**src/rtl/mux_pkg.sv**
```systemverilog
// Shared definitions for scan_mux: mode encodings, FSM states and a clog2 helper.
package mux_pkg;

    localparam logic MODE_MANUAL = 1'b0;
    localparam logic MODE_SCAN   = 1'b1;

    typedef enum logic {
        ST_IDLE = 1'b0,
        ST_OUT  = 1'b1
    } state_t;

    // Returns the number of bits needed to index n items (minimum 1 for n >= 2).
    function automatic int clog2(input int n);
        int r;
        r = 0;
        for (int v = n - 1; v > 0; v = v >> 1) begin
            r = r + 1;
        end
        return r;
    endfunction

endpackage

```
**src/rtl/scan_counter.sv**
```systemverilog
// Round-robin channel counter for scan_mux: counts 0..N-1 and wraps, clearable.
module scan_counter
    import mux_pkg::*;
#(
    parameter int N = 4
) (
    input  logic                  CLK,
    input  logic                  notRST,
    input  logic                  clr,
    input  logic                  inc,
    output logic [clog2(N)-1:0]   cnt
);

    localparam int CW = clog2(N);
    localparam logic [CW-1:0] LAST = CW'(N - 1);

    // Wrapping at N-1 keeps the counter inside the legal channel range for any N.
    always_ff @(posedge CLK or negedge notRST) begin
        if (!notRST) begin
            cnt <= '0;
        end else if (clr) begin
            cnt <= '0;
        end else if (inc) begin
            cnt <= (cnt == LAST) ? '0 : cnt + CW'(1);
        end
    end

endmodule

```
**src/rtl/scan_mux.sv**
```systemverilog
// N-channel select/scan multiplexer with a registered valid/ready output port.
// Optional macro MUX_INVERT_EN: Y carries the inverted channel data and resets to all-ones.
module scan_mux
    import mux_pkg::*;
#(
    parameter int N    = 4,
    parameter int W    = 1,
    parameter int SELW = clog2(N)
) (
    input  logic             CLK,
    input  logic             notRST,
    input  logic [N*W-1:0]   D,
    input  logic [SELW-1:0]  SEL,
    input  logic             MODE,
    input  logic             EN,
    input  logic             Y_READY,
    output logic             Y_VALID,
    output logic [W-1:0]     Y,
    output logic [SELW-1:0]  CH,
    output logic             Y_LAST,
    output logic             ERR
);

`ifdef MUX_INVERT_EN
    localparam logic [W-1:0] Y_RST = '1;
`else
    localparam logic [W-1:0] Y_RST = '0;
`endif

    state_t          state;
    logic [SELW-1:0] cnt;
    logic [SELW-1:0] ch_sel;
    logic [W-1:0]    data_sel;
    logic [W-1:0]    y_next;
    logic            in_range;
    logic            capture;
    logic            scan_clr;
    logic            scan_inc;

    assign capture  = EN & ((state == ST_IDLE) | Y_READY);
    assign ch_sel   = (MODE == MODE_SCAN) ? cnt : SEL;
    assign in_range = (32'(ch_sel) < N);
    assign scan_clr = (MODE == MODE_MANUAL);
    assign scan_inc = capture & (MODE == MODE_SCAN);

    scan_counter #(.N(N)) u_scan_counter (
        .CLK    (CLK),
        .notRST (notRST),
        .clr    (scan_clr),
        .inc    (scan_inc),
        .cnt    (cnt)
    );

    // Unmatched (out-of-range) selects fall through to zero data.
    always_comb begin
        data_sel = '0;
        for (int k = 0; k < N; k++) begin
            if (ch_sel == SELW'(k)) begin
                data_sel = D[k*W +: W];
            end
        end
    end

`ifdef MUX_INVERT_EN
    assign y_next = ~data_sel;
`else
    assign y_next = data_sel;
`endif

    // The output register only loads on capture, so a stalled sample holds unchanged.
    always_ff @(posedge CLK or negedge notRST) begin
        if (!notRST) begin
            state   <= ST_IDLE;
            Y_VALID <= 1'b0;
            Y       <= Y_RST;
            CH      <= '0;
            Y_LAST  <= 1'b0;
            ERR     <= 1'b0;
        end else begin
            case (state)
                ST_IDLE: begin
                    if (EN) begin
                        state   <= ST_OUT;
                        Y_VALID <= 1'b1;
                    end
                end
                ST_OUT: begin
                    if (Y_READY && !EN) begin
                        state   <= ST_IDLE;
                        Y_VALID <= 1'b0;
                    end
                end
                default: begin
                    state   <= ST_IDLE;
                    Y_VALID <= 1'b0;
                end
            endcase
            if (capture) begin
                Y      <= y_next;
                CH     <= ch_sel;
                Y_LAST <= (MODE == MODE_SCAN) && (ch_sel == SELW'(N - 1));
                if ((MODE == MODE_MANUAL) && !in_range) begin
                    ERR <= 1'b1;
                end
            end
        end
    end

endmodule

```
**config.mk**
```make
export PLATFORM = sky130hd
export DESIGN_NAME = scan_mux
export DESIGN_NICKNAME = d
export VERILOG_FILES = /design/src/rtl/mux_pkg.sv /design/src/rtl/scan_counter.sv /design/src/rtl/scan_mux.sv
export SDC_FILE = /design/constraint.sdc
export NUM_CORES = 1
export LEC_CHECK = 0
export ABC_AREA = 0
export CORE_AREA = 4 4 41 43
export DETAILED_ROUTE_END_ITERATION = 7
export DIE_AREA = 0 0 45 47
export GPL_ROUTABILITY_DRIVEN = 1
export GPL_TIMING_DRIVEN = 0
export SLEW_MARGIN = 20
export SYNTH_ARGS = -nofsm -noshare
export SYNTH_HDL_FRONTEND = slang
export SYNTH_SLANG_ARGS = --single-unit
```
**constraint.sdc**
```tcl
create_clock -name CLK -period 4.4 [get_ports CLK]
set_input_delay 0.88 -clock CLK [delete_from_list [all_inputs] [get_ports CLK]]
set_output_delay 0.88 -clock CLK [all_outputs]
set_load 0.02 [all_outputs]
```
==> run summary, run 1 <==
CTS tree: built
number of cells on the worst hold path: 1
end of the worst hold path: Y_VALID
Synth Warn #: 0
Final Skew: 0.003112 ns
growth of design area from synthesis to finish: 49.51%
Reg2Reg Setup Slack: 2.80 ns
final number of max-transition violations: 0
worst min path class: flip-flop to flip-flop
cell count of the worst reg-to-reg path: 3
number of hold violations in the final report: 0
Setup TNS Final: 0 ns
num rows: 13
crit-path max cell delay: 0.54 ns
endpoint of the most critical register-to-register path: Y
power density cells: 333.5 nW/µm²
io pins: 17
Static Leakage: 0.0002513 µW
Clock H-tree levels: 1
net count after synthesis: 48
mean post-synth cell area: 10.45 µm²
post-CTS setup buffer count: 0
antenna-violating nets left: 0
endpoint class of the critical path: flip-flop
final setup margin: 1.984 ns
Sink Count: 8
pre-CTS setup slack: 1.742 ns
origin of the critical flop-to-flop path: u_scan_counter.cnt[1]
number of global-route vias before repair: 329
CP Data Required Time: 4.54 ns
kind of cell with the highest combined delay on the critical path: multiplexers
unique cell type count in the Yosys netlist: 16
synthesized instance count: 37
setup-violating endpoint count in the final report: 0
post-synthesis sequential area ratio: 51.78%
count of buffering cells on the critical path with inverters included: 1
count of state elements after synthesis: 8
WL per Instance: 11.94 µm
HPWL reported at the end of detailed placement: 652.8 µm
Area after DPL: 555.5 µm²
residual overflow from global routing: 0
DIE WIDTH: 45 µm
register area: 200.2 µm²
total die area: 2115 µm²
# resized after CTS: 0
detailed router's first-iteration violation count: 5
largest net degree at the start of global routing: 9
Post-Syn Area: 386.6 µm²
max-cap check violation count: 0
Hold-fix buffers, CTS: 0
antenna violations before repair: 0
list of cells traversed by the critical path: clkdlybuf4s50_1 -> mux2i_1 -> mux4_2 -> mux2_2
post-route fraction of the period consumed by the critical path: 54.91%
RSZ-0062 raised after global routing: false
vertical extent of the die: 47 µm
IR drop worst, VDD: 172.2 µV
classification of the worst setup path: input pin to flip-flop
min-delay src: state
first-pass GRT wire length: 1311 µm
CTS Buf Count: 3
Core Footprint: 1301 µm²
Multi-input gate area: 163.9 µm²
Max FO, Critical Path: 4
outcome: finished, final reports clean
starting density of the core: 29.71%
sort of element at the start of the critical path: input pin
layout cell share with drive strength beyond 1: 14.55%
highest clock frequency the design can meet: 413.9 MHz
buffers added on ports: 15
diode insertion count for antenna repair: 0
layout net count: 68
clock latency reported for the late side of the worst-skew pair: 0.25 ns
number of iterations in the first detailed-routing pass: 4
overall via count from detail_route: 336
final core occ: 44.42%
signal arrival time at the worst endpoint: 2.56 ns
per-cell via count in the routed design: 4.800
count of unresolved DRC violations after routing: 0
largest buffer count on any clock path: 2
cell with the biggest individual delay on the critical path: sky130_fd_sc_hd__clkdlybuf4s50_1
final critical path time including I/O delays and setup: 2.416 ns
total power: 192.8 µW
Final Instance Area: 578.1 µm²
GPL Wtd Cong: 0.6419
gr usage total: 9.163%
routed wire length: 836 µm
total of fill cells in the finished design: 143
clock slew at the register clock pins of the worst setup and hold paths: 0.05 ns
master cell of the clock root buffer: sky130_fd_sc_hd__clkbuf_4
per-stage QoR:
stage | instances | hold slack (ns)
floorplan | 37 | 0.4322
CTS | 70 | 0.4758
detailed placement | 67 | 0.4716
global placement | 67 | 0.4674
global route | 70 | 0.5040
finish | 70 | 0.4688
cell usage in the layout, fill, tap and decap left out:
cell                              netlist  routed
sky130_fd_sc_hd__o31ai_1                1       1
sky130_fd_sc_hd__inv_1                  4       4
sky130_fd_sc_hd__nand2_1                2       2
sky130_fd_sc_hd__or4_1                  1       1
sky130_fd_sc_hd__clkdlybuf4s50_1        0      15
sky130_fd_sc_hd__conb_1                 1       1
sky130_fd_sc_hd__mux4_2                 1       1
sky130_fd_sc_hd__dfrtp_1                8       8
sky130_fd_sc_hd__nor2b_1                1       1
sky130_fd_sc_hd__mux2_2                 3       3
sky130_fd_sc_hd__mux2i_1                1       1
sky130_fd_sc_hd__a21oi_1                3       3
sky130_fd_sc_hd__o21ai_0                6       6
sky130_fd_sc_hd__clkbuf_4               0       3
sky130_fd_sc_hd__nor2_1                 1       1
sky130_fd_sc_hd__nand2b_1               1       1
sky130_fd_sc_hd__buf_4                  1       1
sky130_fd_sc_hd__nand3_1                2       2
cell type report:
type | count | share of cell area [%]
clock buffers | 3 | 3.896
repair buffers | 15 | 25.97
plain buffers | 1 | 1.299
inverters | 4 | 2.597
multi-input cells | 24 | 28.35
flip-flops and latches | 8 | 34.63
well taps | 15 | 3.247
report_power, final:
part	switching, µW	internal [µW]
clock network	24.5	31.2
registers	4.77	81.7
logic	22.6	28.0
total	51.9	141
layer usage:
metal  global-route usage [%]  wire [µm]  vias up
li1                         -          -      163
met1                    10.72        346      159
met2                    13.28        408       12
met3                    6.130         73        2
met4                    3.509          6        0
met5                        0          0        -
synth_stat cells, drive strengths merged:
library cell / number / area share [%]
nand2b: 1 / 1.6
mux2i: 1 / 2.6
inv: 4 / 3.9
or4: 1 / 1.9
nor2: 1 / 0.97
buf: 1 / 1.9
mux4: 1 / 5.8
mux2: 3 / 8.7
nor2b: 1 / 1.6
o31ai: 1 / 1.9
a21oi: 3 / 3.9
dfrtp: 8 / 52
nand3: 2 / 2.6
o21ai: 6 / 7.8
conb: 1 / 0.97
nand2: 2 / 1.9
worst max-delay path by stage:
stage | from | end | slack [ns] | depth (start not counted)
2_1_floorplan | MODE | Y | 2.40 | 3
6_report | MODE | Y | 1.98 | 4
5_1_grt | MODE | Y | 1.94 | 4
3_5_place_dp | MODE | Y | 1.74 | 4
4_1_cts | MODE | Y | 2.01 | 4
3_3_place_gp | MODE | Y | 1.74 | 4
flip-flops by register name, indices dropped and copies added (netlist names):
register and flops:
Y_VALID 1, state 1, CH 2, Y_LAST 1, Y 1, u_scan_counter.cnt 2
cells by family after synthesis:
group / after synthesis / share of synthesized area [%]
AO/OA/AOI/OAI: 10 / 13.59
multiplexers: 5 / 17.15
flip-flops: 8 / 51.78
buffers and inverters: 5 / 5.825
AND/OR/NAND/NOR: 8 / 10.68
other: 1 / 0.9699
worst register-to-register path, cell delays in order, from the launching register on:
cell,delay (ns)
sky130_fd_sc_hd__dfrtp_1,0.41
sky130_fd_sc_hd__mux2i_1,0.28
sky130_fd_sc_hd__mux4_2,0.54
sky130_fd_sc_hd__mux2_2,0.27
(Power assumes the default switching activity.)
==> run 2, diff against run 1 <==
- clock period: 4.4 -> 2.4 ns (I/O delays scaled with it)
==> results of run 2 <==
Same layout as run 1 (identical final DEF). Status: finished, final reports clean.
Main changes from that run: setup slack after placement 1.742 ns -> 0.1417 ns; setup slack after layout 1.984 ns -> 0.3839 ns; register-to-register setup slack 2.80 ns -> 0.80 ns; total power 192.8 µW -> 353.5 µW; worst IR drop on VDD 172.2 µV -> 315.8 µV
